`src/rtl/io_arbiter.sv`:
```
// rtl/io_arbiter.sv - round-robin arbiter sharing one memory-mapped IO bus between several masters
// One transaction in flight; every output comes straight from a register.
module io_arbiter #(
    parameter int NUM_REQUESTERS = 2,
    parameter int DATA_WIDTH     = 32,
    parameter int ADDR_WIDTH     = 32
) (
    input  logic                                 clk,
    input  logic                                 reset_n,
    input  logic [NUM_REQUESTERS-1:0]            req_valid,
    input  logic [NUM_REQUESTERS-1:0]            req_write,
    input  logic [NUM_REQUESTERS*ADDR_WIDTH-1:0] req_address,
    input  logic [NUM_REQUESTERS*DATA_WIDTH-1:0] req_write_data,
    output logic [NUM_REQUESTERS-1:0]            req_ready,
    output logic [NUM_REQUESTERS-1:0]            resp_valid,
    output logic [DATA_WIDTH-1:0]                resp_data,
    output logic                                 io_write_en,
    output logic                                 io_read_en,
    output logic [ADDR_WIDTH-1:0]                io_address,
    output logic [DATA_WIDTH-1:0]                io_write_data,
    input  logic [DATA_WIDTH-1:0]                io_read_data
);

    localparam int GRANT_W = $clog2(NUM_REQUESTERS);
    localparam logic [GRANT_W-1:0] LAST_IDX = GRANT_W'(NUM_REQUESTERS - 1);

    typedef enum logic [1:0] {IDLE, ISSUE, CAPTURE, RESPOND} state_t;

    state_t                      r_state, w_state_nxt;
    logic [GRANT_W-1:0]          r_grant, w_grant_nxt;
    logic [GRANT_W-1:0]          r_last_grant, w_last_grant_nxt;
    logic                        r_write, w_write_nxt;
    logic [NUM_REQUESTERS-1:0]   r_req_ready, w_req_ready_nxt;
    logic [NUM_REQUESTERS-1:0]   r_resp_valid, w_resp_valid_nxt;
    logic [DATA_WIDTH-1:0]       r_resp_data, w_resp_data_nxt;
    logic                        r_io_write_en, w_io_write_en_nxt;
    logic                        r_io_read_en, w_io_read_en_nxt;
    logic [ADDR_WIDTH-1:0]       r_io_address, w_io_address_nxt;
    logic [DATA_WIDTH-1:0]       r_io_write_data, w_io_write_data_nxt;

    logic                        w_found;
    logic [GRANT_W-1:0]          w_winner;
    logic                        w_sel_write;
    logic [ADDR_WIDTH-1:0]       w_sel_address;
    logic [DATA_WIDTH-1:0]       w_sel_write_data;

    function automatic logic [NUM_REQUESTERS-1:0] onehot(input logic [GRANT_W-1:0] idx);
        logic [NUM_REQUESTERS-1:0] v;
        v = '0;
        for (int i = 0; i < NUM_REQUESTERS; i++) begin
            v[i] = (idx == GRANT_W'(i));
        end
        return v;
    endfunction

    // Round-robin: first look above the last grant, then wrap to the low indices.
    always_comb begin
        w_found  = 1'b0;
        w_winner = '0;
        for (int i = 0; i < NUM_REQUESTERS; i++) begin
            if (!w_found && req_valid[i] && (GRANT_W'(i) > r_last_grant)) begin
                w_found  = 1'b1;
                w_winner = GRANT_W'(i);
            end
        end
        for (int i = 0; i < NUM_REQUESTERS; i++) begin
            if (!w_found && req_valid[i] && (GRANT_W'(i) <= r_last_grant)) begin
                w_found  = 1'b1;
                w_winner = GRANT_W'(i);
            end
        end
    end

    always_comb begin
        w_sel_write      = 1'b0;
        w_sel_address    = '0;
        w_sel_write_data = '0;
        for (int i = 0; i < NUM_REQUESTERS; i++) begin
            if (w_winner == GRANT_W'(i)) begin
                w_sel_write      = req_write[i];
                w_sel_address    = req_address[i*ADDR_WIDTH +: ADDR_WIDTH];
                w_sel_write_data = req_write_data[i*DATA_WIDTH +: DATA_WIDTH];
            end
        end
    end

    // Next-state and next-output values; strobes and pulses default low each cycle.
    always_comb begin
        w_state_nxt         = r_state;
        w_grant_nxt         = r_grant;
        w_last_grant_nxt    = r_last_grant;
        w_write_nxt         = r_write;
        w_req_ready_nxt     = '0;
        w_resp_valid_nxt    = '0;
        w_resp_data_nxt     = '0;
        w_io_write_en_nxt   = 1'b0;
        w_io_read_en_nxt    = 1'b0;
        w_io_address_nxt    = r_io_address;
        w_io_write_data_nxt = r_io_write_data;
        case (r_state)
            IDLE: begin
                if (w_found) begin
                    w_state_nxt         = ISSUE;
                    w_grant_nxt         = w_winner;
                    w_write_nxt         = w_sel_write;
                    w_req_ready_nxt     = onehot(w_winner);
                    w_io_write_en_nxt   = w_sel_write;
                    w_io_read_en_nxt    = !w_sel_write;
                    w_io_address_nxt    = w_sel_address;
                    w_io_write_data_nxt = w_sel_write_data;
                end
            end
            ISSUE: begin
                w_last_grant_nxt = r_grant;
                if (r_write) begin
                    w_state_nxt      = RESPOND;
                    w_resp_valid_nxt = onehot(r_grant);
                end else begin
                    w_state_nxt = CAPTURE;
                end
            end
            CAPTURE: begin
                w_state_nxt      = RESPOND;
                w_resp_valid_nxt = onehot(r_grant);
                w_resp_data_nxt  = io_read_data;
            end
            RESPOND: begin
                w_state_nxt = IDLE;
            end
            default: begin
                w_state_nxt = IDLE;
            end
        endcase
    end

    always_ff @(posedge clk or negedge reset_n) begin
        if (!reset_n) begin
            r_state         <= IDLE;
            r_grant         <= '0;
            r_last_grant    <= LAST_IDX;
            r_write         <= 1'b0;
            r_req_ready     <= '0;
            r_resp_valid    <= '0;
            r_resp_data     <= '0;
            r_io_write_en   <= 1'b0;
            r_io_read_en    <= 1'b0;
            r_io_address    <= '0;
            r_io_write_data <= '0;
        end else begin
            r_state         <= w_state_nxt;
            r_grant         <= w_grant_nxt;
            r_last_grant    <= w_last_grant_nxt;
            r_write         <= w_write_nxt;
            r_req_ready     <= w_req_ready_nxt;
            r_resp_valid    <= w_resp_valid_nxt;
            r_resp_data     <= w_resp_data_nxt;
            r_io_write_en   <= w_io_write_en_nxt;
            r_io_read_en    <= w_io_read_en_nxt;
            r_io_address    <= w_io_address_nxt;
            r_io_write_data <= w_io_write_data_nxt;
        end
    end

    assign req_ready     = r_req_ready;
    assign resp_valid    = r_resp_valid;
    assign resp_data     = r_resp_data;
    assign io_write_en   = r_io_write_en;
    assign io_read_en    = r_io_read_en;
    assign io_address    = r_io_address;
    assign io_write_data = r_io_write_data;

endmodule

```
`config.mk`:
```
export PLATFORM = sky130hd
export DESIGN_NAME = io_arbiter
export DESIGN_NICKNAME = d
export VERILOG_FILES = /design/src/rtl/io_arbiter.sv
export SDC_FILE = /design/constraint.sdc
export NUM_CORES = 1
export LEC_CHECK = 0
export CORE_ASPECT_RATIO = 0.75
export CORE_MARGIN = 2
export CORE_UTILIZATION = 40
export CTS_BUF_LIST = sky130_fd_sc_hd__clkbuf_16
export DETAILED_ROUTE_END_ITERATION = 12
export MAX_ROUTING_LAYER = met4
export PLACE_DENSITY = 0.86
export SKIP_LAST_GASP = 1
export SLEW_MARGIN = 10
export SYNTH_ARGS = -nofsm -noshare
export SYNTH_HDL_FRONTEND = slang
export SYNTH_SLANG_ARGS = --single-unit
```
`constraint.sdc`:
```
create_clock -name clk -period 3.9 [get_ports clk]
set_input_delay 0.78 -clock clk [delete_from_list [all_inputs] [get_ports clk]]
set_output_delay 0.78 -clock clk [all_outputs]
set_load 0.02 [all_outputs]
```
# After elaboration in Yosys (flattened, before gate mapping)
# Cells that the tools add are included.
[word_totals]
ff_bits = 107
in_bits = 166
elab_cells = 56
output_inout_bits = 102
[classes]
order_cmp = 4
n_mux = 22
bitwise = 2
n_eq_ne = 4
n_reduce_logical = 13
[op_table]
columns = ["op", "count"]
rows = [
  ["2-to-1 mux 32 bit", 3],
  ["2-to-1 mux 1 bit", 13],
  ["2-to-1 mux 2 bit", 4],
  ["case mux 2 bit (4 select lines)", 1],
  ["logical AND 1 bit", 7],
  ["equality test 2 bit, second input constant", 2],
  ["logical NOT 1 bit", 4],
  ["case mux 2 bit (2 select lines)", 1],
  ["equality test 2 x 1 -> 1 bit, second input constant", 1],
  ["> comparator 1 bit, first input constant", 2],
  ["less-or-equal comparator 1 bit, first input constant", 2],
  ["logical NOT 2 bit", 1],
  ["inequality test 2 bit, second input constant", 1],
  ["NOT 1 bit", 2],
  ["AND reduction 2 bit", 1],
]

# Depth between registers and ports, before layout
# Gate-level depths: netlist of the first run.
[logic_depth]
word_depth = 19
mapped_depth = 7
ltp_nobuf = 5

# Worst setup path before layout of the first run
# No wires, ideal clock.
[synth_path]
path_kind = "input -> register"
startpoint = "input req_valid[1]"
endpoint = "register r_io_address[30] (netlist: io_address[30])"
path_stages = 5
path_buffers = 2
setup_ps = 77
path_slack_ps = 2337
arrival_time_ps = 1485
t_required_ps = 3823
cell_sequence = "a21bo_2 -> buf_2 -> buf_2 -> nand2_1 -> a21oi_1"
[synth_via]
elab_chain_cells = 12
elab_cells_between_ends = 16
classes_between = "mux: 7; reduce/logical: 9"
[synth_rtl]
columns = ["item", "line", "rtl"]
rows = [
  ["start, declared", "10", "input logic [NUM_REQUESTERS-1:0] req_valid,"],
  ["logical AND 1 bit (2 in series)", "61", "if (!w_found && req_valid[i] && (GRANT_W'(i) > r_last_grant)) begin"],
  ["2-to-1 mux 1 bit", "61", ""],
  ["logical NOT 1 bit", "67", "if (!w_found && req_valid[i] && (GRANT_W'(i) <= r_last_grant)) begin"],
  ["logical AND 1 bit (2 in series)", "67", ""],
  ["2-to-1 mux 1 bit", "67", ""],
  ["logical NOT 1 bit", "67", ""],
  ["logical AND 1 bit (2 in series)", "67", ""],
  ["2-to-1 mux 1 bit", "67", ""],
  ["2-to-1 mux 32 bit / AND reduction 2 bit (equally long branches)", "n/a", ""],
  ["end signal, assigned", "159", "r_io_address <= w_io_address_nxt;"],
  ["end, declared", "38", "logic [ADDR_WIDTH-1:0] r_io_address, w_io_address_nxt;"],
]
# Several ways; a longest one is shown, not always the timed one.
# A chain may end at the register's enable or synchronous reset.

# Final worst setup path of the first run
[layout_path]
startpoint = "input req_valid[0]"
endpoint = "register r_io_address[24] (netlist: io_address[24])"
[layout_via]
elab_chain_cells = 15
elab_cells_between_ends = 19
classes_between = "mux: 8; reduce/logical: 11"
[layout_rtl]
columns = ["item", "line"]
rows = [
  ["logical AND 1 bit", "61"],
  ["2-to-1 mux 1 bit", "61"],
  ["logical NOT 1 bit", "61"],
  ["logical AND 1 bit (2 in series)", "61"],
  ["2-to-1 mux 1 bit", "61"],
  ["logical NOT 1 bit", "67"],
  ["logical AND 1 bit (2 in series)", "67"],
  ["2-to-1 mux 1 bit", "67"],
  ["logical NOT 1 bit", "67"],
  ["logical AND 1 bit (2 in series)", "67"],
  ["2-to-1 mux 1 bit", "67"],
  ["2-to-1 mux 32 bit / AND reduction 2 bit (equally long branches)", "n/a"],
]
# Several ways; a longest one is shown, not always the timed one.

==> out/results.ini, run 1 <==
[placement]
port_buffers=267
hpwl_um=10100
post-place-ws_ns=1.01
place_inst=833
routabilityCongestion=0.864

[global_routing]
grt_pass1_vias=4307
grt_pass1_wl_um=21500
globalRouteOverflowTotal=0
grt_max_degree=69
antenna_found_initial=0
track_usage=0.239

[final_layout]
area_delta_synth_final_pct=69.7
multi_input_area_sq_mm=0.00153
nFillCells=780
diodes=0
finalNetCount=877
final_common_cell=clkdlybuf4s50_1
layout_common_cells=clkdlybuf4s50_1 (266), a21oi_1 (129), dfrtp_1 (106)
layout-drive-gt1-share=0.0435
stdcell_count=849
seq_area_sq_mm=0.00268

[synth]
yosys.area_share.simple=0.167
synth.avg_cell_area_sq_um=9.60
synthCells=454
synth_area_sq_mm=0.00436
yosysSeqAreaShare=0.615
synth_top_family_by_area=simple AND/OR/NAND/NOR gates
yosysWarnings=0
synth-compound-area-share=0.163
synthMuxAreaShare=0.00746
synthXorXnorAreaFrac=0
synthAdderAreaFrac=0.00861
synth_cell_types=22
synth-seq-cells=107
synth.net_count=623

[cts]
clkLatencyLatePin_ns=0.34
cts_resized=0
cts-buffers-inserted=9
cts.path.max_buffers=2
hold_buffers=0
path_clk_slew_ns=0.07
cts_sinks=107
cts_tree=yes
htreeDepth=3
postCtsSetupBuffers=0
cts-root-buf=clkbuf_16

[routing]
ant_nets=0
vias_per_cell=4.96
wire_per_inst_um=16.2
num_vias=4207
wl_um=13800
first_pass_iters=4
drtIter0Drc=162
drc_errors=0

[setup_path]
cp.arrival_ns=2.79
cpMaxStageDelayCell=clkdlybuf4s50_1
worst_setup_path_start_kind=primary input
path_delay_family=buffers and inverters
worst_setup_path_end_kind=flop
required_ns=4.16
crit_buf_inv=2
critPathMaxStageDelay_ns=0.65
worstPathMaxFanout=35
cp_cell_sequence=clkdlybuf4s50_1 -> a21bo_2 -> buf_4 -> nand2_1 -> a21oi_1
criticalPathCategory=in -> reg

[outcome]
outcome=finished, final reports clean

[sta]
tightest_slew_ns=0.898
finalSetupTns_ns=0
period_minus_slack_ns=2.53
grt_setup_unrepaired=no
timing.fmax_mhz=395
setup_viol=0
finalMaxSlewViolations=0
finClkSkew_ns=0.00641
fin_ws_ns=1.37
hold_viol_final=0
relSlewSlack=0.401
layout_worst_path_cycle_share=0.649

[power_and_ir_drop]
p_comb_frac=0.504
power.density_mw_per_mm2=737
vdd_drop_max_uv=382
power.internal_w=0.00331
p_switching_w=0.00215
finalPower_w=0.00545
swShare=0.394
p_leak_nw=3.19
sequentialPowerShare=0.335
pwr-share-clk=0.161

[min_path]
hp-class=in -> async

[floorplan]
start_util=0.417
die_w_um=125
die_height_um=94.4
ioPinCount=268
core-area_sq_mm=0.0105
die_area_sq_mm=0.0118
num_rows=32

[flow_run]
max_cap_viol_count=0

==> cell usage after synthesis <==
cell type  number  share of area
a21bo_2         1         0.0023
a21boi_1        1         0.0017
a21o_1          2         0.0034
a21oi_1       129           0.15
and2_1         33          0.047
and3_1          1         0.0014
buf_2          12          0.014
buf_4           9          0.016
clkbuf_1       10         0.0086
dfrtp_1       106           0.61
dfstp_2         1         0.0060
ha_1            3         0.0086
inv_1           2         0.0017
mux2_2          2         0.0052
mux2i_1         1         0.0023
nand2_1        66          0.057
nand3_1         1         0.0011
nor2_1         70          0.060
o21a_1          1         0.0017
o21ai_0         1         0.0011
o21ai_2         1         0.0020
o22a_1          1         0.0020
==> sequential cells by signal (all words and copies together), names as in the netlist <==
register       count
io_read_en         1
io_address        32
r_state            2
resp_valid         2
r_last_grant       1
r_grant            1
io_write_data     32
io_write_en        1
resp_data         32
req_ready          2
r_write            1
==> final timing paths <==
path / endpoint / cells past startpoint / slack, ns / from
max: io_address[24]$_DFFE_PN0P_ / 5 / 1.37 / req_valid[0]
min: resp_data[16]$_DFF_PN0_ / 1 / 0.44 / reset_n
max reg2reg: io_address[24]$_DFFE_PN0P_ / 4 / 1.92 / r_last_grant$_DFFE_PN1P_
min reg2reg: resp_valid[0]$_DFF_PN0_ / 1 / 0.49 / r_grant$_DFFE_PN0P_
max in group asynchronous: r_last_grant$_DFFE_PN1P_ / 2 / 2.52 / reset_n
min in group clk: resp_valid[0]$_DFF_PN0_ / 1 / 0.49 / r_grant$_DFFE_PN0P_
==> metal layers <==
metal / vias to the layer above / GRT usage / routed length (um)
met2: 206 / 0.423 / 7160
li1: 1992 / - / -
met1: 1983 / 0.268 / 5320
met3: 26 / 0.0657 / 1000
met4: 0 / 0.0730 / 303
met5: - / - / 0
==> area by class of cell <==
cell class | count | area share
clock buffer | 9 | 0.0304
clock inverter | 7 | 0.00896
inverter | 2 | 0.00101
multi-input combinational | 314 | 0.206
sequential | 107 | 0.362
tap | 136 | 0.0230
timing repair buffer | 274 | 0.368
==> per-stage QoR <==
stage	area, sq um	hold WS [ns]	util
2_1_floorplan	4360	0.430	-
3_3_place_gp	7110	0.466	0.680
3_5_place_dp	7110	0.472	0.680
4_1_cts	7400	0.469	0.708
5_1_grt	7400	0.491	0.708
6_report	7400	0.444	0.708
==> power groups by stage <==
stage,Clock [W],Sequential [W],Combinational [W]
final,0.000876,0.00183,0.00275
after global routing,0.000947,0.00189,0.00295
after CTS,0.000901,0.00183,0.00278
after detailed placement,0,0.00185,0.00277
after global placement,0,0.00182,0.00268
after floorplan,0,0.00237,0.000885
==> cell families (layout without fill, tap and decap cells) <==
logic type / Yosys count / after routing
simple gates: 171 / 171
buf+inv: 33 / 292
mux: 3 / 3
fa+ha+maj: 3 / 3
flops: 107 / 107
compound gates: 137 / 137
No activity file was read; power rests on OpenSTA's default activity.
==> inputs of run 2 (changes only) <==
- CORE_UTILIZATION: 40 -> 37
- PLACE_DENSITY: 0.86 -> 0.8
- clock period: 3.9 -> 2.5 ns (I/O delays scaled with it)
==> out/results.ini, run 2 (synthesis results as in run 1) <==
[floorplan]
die_area_sq_mm=0.0127
start_util=0.378
core-area_sq_mm=0.0115
die_w_um=129
ioPinCount=268
num_rows=34
die_height_um=98.0

[routing]
num_vias=4217
wire_per_inst_um=15.4
drtIter0Drc=196
wl_um=13500
first_pass_iters=5
ant_nets=0
drc_errors=0
vias_per_cell=4.80

[cts]
cts.path.max_buffers=2
clkLatencyLatePin_ns=0.34
hold_buffers=0
postCtsSetupBuffers=0
cts-root-buf=clkbuf_16
cts_resized=0
cts_tree=yes
htreeDepth=3
cts_sinks=107
path_clk_slew_ns=0.07
cts-buffers-inserted=9

[setup_path]
cp_cell_sequence=clkdlybuf4s50_1
worst_setup_path_end_kind=primary output
cpMaxStageDelayCell=clkdlybuf4s50_1
criticalPathCategory=reg -> out
crit_buf_inv=1
cp.arrival_ns=1.34
critPathMaxStageDelay_ns=0.64
worstPathMaxFanout=2
path_delay_family=buffers and inverters
required_ns=2.00
worst_setup_path_start_kind=flop

[global_routing]
grt_pass1_vias=4259
grt_pass1_wl_um=21000
grt_max_degree=50
track_usage=0.217
antenna_found_initial=0
globalRouteOverflowTotal=0

[power_and_ir_drop]
finalPower_w=0.00859
vdd_drop_max_uv=548
power.density_mw_per_mm2=1140
p_leak_nw=3.23

[placement]
place_inst=863
hpwl_um=10100
post-place-ws_ns=0.327
port_buffers=267
routabilityCongestion=0.820

[final_layout]
layout-drive-gt1-share=0.0474
area_delta_synth_final_pct=72.7
stdcell_count=879
final_common_cell=clkdlybuf4s50_1
diodes=0
nFillCells=908
finalNetCount=881
layout_common_cells=clkdlybuf4s50_1 (266), a21oi_1 (129), dfrtp_1 (106)

[outcome]
outcome=finished, final reports clean

[sta]
period_minus_slack_ns=1.84
timing.fmax_mhz=543
hold_viol_final=0
layout_worst_path_cycle_share=0.737
setup_viol=0
relSlewSlack=0.659
finClkSkew_ns=0.00524
fin_ws_ns=0.657
tightest_slew_ns=0.512
grt_setup_unrepaired=no
finalMaxSlewViolations=0
finalSetupTns_ns=0

[min_path]
hp-class=in -> async

[flow_run]
max_cap_viol_count=0

run 2: cell types whose count changed in the layout (fill, tap and decap cells not counted), sizes merged:
cell,change
clkinvlp,+2
clkinv,-2
buf,+4
run 2: final timing paths:
check / start / endpoint / slack, ns / cells after the start
hold / removal: reset_n / resp_data[16]$_DFF_PN0_ / 0.13 / 1
min in group clk: r_grant$_DFFE_PN0P_ / resp_valid[0]$_DFF_PN0_ / 0.49 / 1
setup reg to reg: r_state[0]$_DFFE_PN0P_ / io_write_data[25]$_DFFE_PN0P_ / 0.71 / 6
max in group asynchronous: reset_n / resp_data[11]$_DFF_PN0_ / 1.59 / 2
setup / recovery: io_write_data[6]$_DFFE_PN0P_ / io_write_data[6] / 0.66 / 1
hold reg to reg: r_grant$_DFFE_PN0P_ / resp_valid[0]$_DFF_PN0_ / 0.49 / 1
run 2: report_power, final:
part	leakage (nW)	switching, W	internal, W
logic	1.82	0.00232	0.00207
clock network	0.134	0.000660	0.000694
registers	1.28	0.000378	0.00247
run 2: area by class of cell:
| class | count | area, sq um | area share |
|---|---|---|---|
| Inverter | 2 | 7.51 | 0.000997 |
| Multi-Input combinational cell | 314 | 1530 | 0.203 |
| Tap cell | 162 | 203 | 0.0269 |
| Clock inverter | 7 | 58.8 | 0.00781 |
| Clock buffer | 9 | 225 | 0.0299 |
| Sequential cell | 107 | 2680 | 0.356 |
| Timing Repair Buffer | 278 | 2830 | 0.376 |
run 2: metrics by stage:
step           cell area (sq um)  utilization  hold slack [ns]
2_1_floorplan               4360            -            0.204
3_3_place_gp                7240        0.628            0.476
3_5_place_dp                7240        0.628            0.477
4_1_cts                     7530        0.653            0.141
5_1_grt                     7530        0.653            0.158
6_report                    7530        0.653            0.127
run 2: routing by layer:
metal / global-route usage / vias to the layer above / routed length, um
li1: - / 1998 / -
met1: 0.258 / 1990 / 5290
met2: 0.361 / 208 / 6790
met3: 0.0570 / 21 / 1200
met4: 0.0686 / 0 / 268
met5: - / - / 0
==> inputs of run 3 (changes only) <==
- clock period: 2.5 -> 1.7 ns (I/O delays scaled with it)
==> out/results.ini, run 3 (synthesis results as in run 1) <==
[outcome]
outcome=finished, final reports clean

[final_layout]
fin_util=0.665
layout-drive-gt1-share=0.0541
stdcell_count=883
area_delta_synth_final_pct=75.9
final_common_cell=clkdlybuf4s50_1
layout_common_cells=clkdlybuf4s50_1 (246), a21oi_1 (129), dfrtp_1 (106)
finalNetCount=885
diodes=0

[setup_path]
critPathMaxStageDelay_ns=0.62
required_ns=1.36
rr_worst_depth=6
worstSetupEndpoint=io_write_data[11]
r2r_setup_slack_ns=0.15
worst_setup_path_start_kind=flop
cp_cell_sequence=clkdlybuf4s50_1
crit_buf_inv=1
cp.depth=1
reg2reg_to=io_write_data[10]$_DFFE_PN0P_
cp.arrival_ns=1.33
criticalPathCategory=reg -> out
path_delay_family=buffers and inverters
startpoint=io_write_data[11]$_DFFE_PN0P_
cpMaxStageDelayCell=clkdlybuf4s50_1
worst_setup_path_end_kind=primary output
r2r_start=r_state[0]$_DFFE_PN0P_
worstPathMaxFanout=2

[floorplan]
start_util=0.378
ioPinCount=268
die_height_um=98.0
core-area_sq_mm=0.0115
num_rows=34
die_area_sq_mm=0.0127
die_w_um=129

[cts]
hold_buffers=0
cts_tree=yes
cts.path.max_buffers=2
htreeDepth=3
cts-buffers-inserted=9
cts_resized=0
cts_sinks=107
cts-root-buf=clkbuf_16
path_clk_slew_ns=0.08
postCtsSetupBuffers=0
clkLatencyLatePin_ns=0.34

[global_routing]
track_usage=0.218
globalRouteOverflowTotal=0
grt_pass1_wl_um=21100
grtUsageMet1=0.265
grt_pass1_vias=4340
grtUsageMet3=0.0592
antenna_found_initial=0
use_met2=0.358
grt_busiest_layer=met2
grt_max_degree=108

[sta]
whs_ns=0.0635
finClkSkew_ns=0.00463
layout_worst_path_cycle_share=0.982
setup_viol=0
hold_viol_final=0
relSlewSlack=0.623
timing.fmax_mhz=599
period_minus_slack_ns=1.67
grt_setup_unrepaired=no
tightest_slew_ns=0.566
finalMaxSlewViolations=0
fin_ws_ns=0.0303

[power_and_ir_drop]
finalPower_w=0.0127
power.density_mw_per_mm2=1660
vdd_drop_max_uv=925
p_leak_nw=3.42

[routing]
wire_per_inst_um=15.3
ant_nets=0
drtIter0Drc=88
first_pass_iters=4
vias_per_cell=4.73
num_vias=4177
drc_errors=0
wl_um=13500

[placement]
place_inst=867
post-place-ws_ns=-0.175
hpwl_um=9860
port_buffers=267
routabilityCongestion=0.776

[min_path]
hp-class=in -> async

[flow_run]
max_cap_viol_count=0

[run 3: stage by stage]
stage	instance area, sq um	TNS [ns]
after detailed placement	7310	-6.97
after floorplan	4360	0
after global routing	7660	0
final	7660	0
after CTS	7610	0
after global placement	7310	-4.65
[run 3: where the power goes]
| group | switching, W | internal [W] | total, W |
|---|---|---|---|
| Combinational | 0.00339 | 0.00311 | 0.00650 |
| Sequential | 0.000527 | 0.00363 | 0.00416 |
| Clock | 0.00100 | 0.00104 | 0.00204 |
| Total | 0.00492 | 0.00778 | 0.0127 |
[run 3: metal layers]
| layer | wire length [um] | vias up |
|---|---|---|
| met1 | 5640 | 1975 |
| met3 | 1040 | 20 |
| li1 | - | 2008 |
| met2 | 6550 | 174 |
| met4 | 231 | 0 |
| met5 | 0 | - |
[run 3: how the worst min path moves through the flow]
stage               cells past startpoint  startpoint                        end
global route                            2     reset_n    resp_data[16]$_DFF_PN0_
finish                                  2     reset_n    resp_data[17]$_DFF_PN0_
floorplan                               0     reset_n  io_address[0]$_DFFE_PN0P_
detailed placement                      2     reset_n    resp_data[17]$_DFF_PN0_
global placement                        2     reset_n    resp_data[17]$_DFF_PN0_
CTS                                     2     reset_n    resp_data[17]$_DFF_PN0_
[run 3: layout make-up]
cell class / count / area, sq um
Clock buffer: 9 / 225
Clock inverter: 7 / 72.6
Fill cell: 913 / 3860
Inverter: 2 / 7.51
Multi-Input combinational cell: 314 / 1530
Sequential cell: 107 / 2680
Tap cell: 162 / 203
Timing Repair Buffer: 282 / 2950
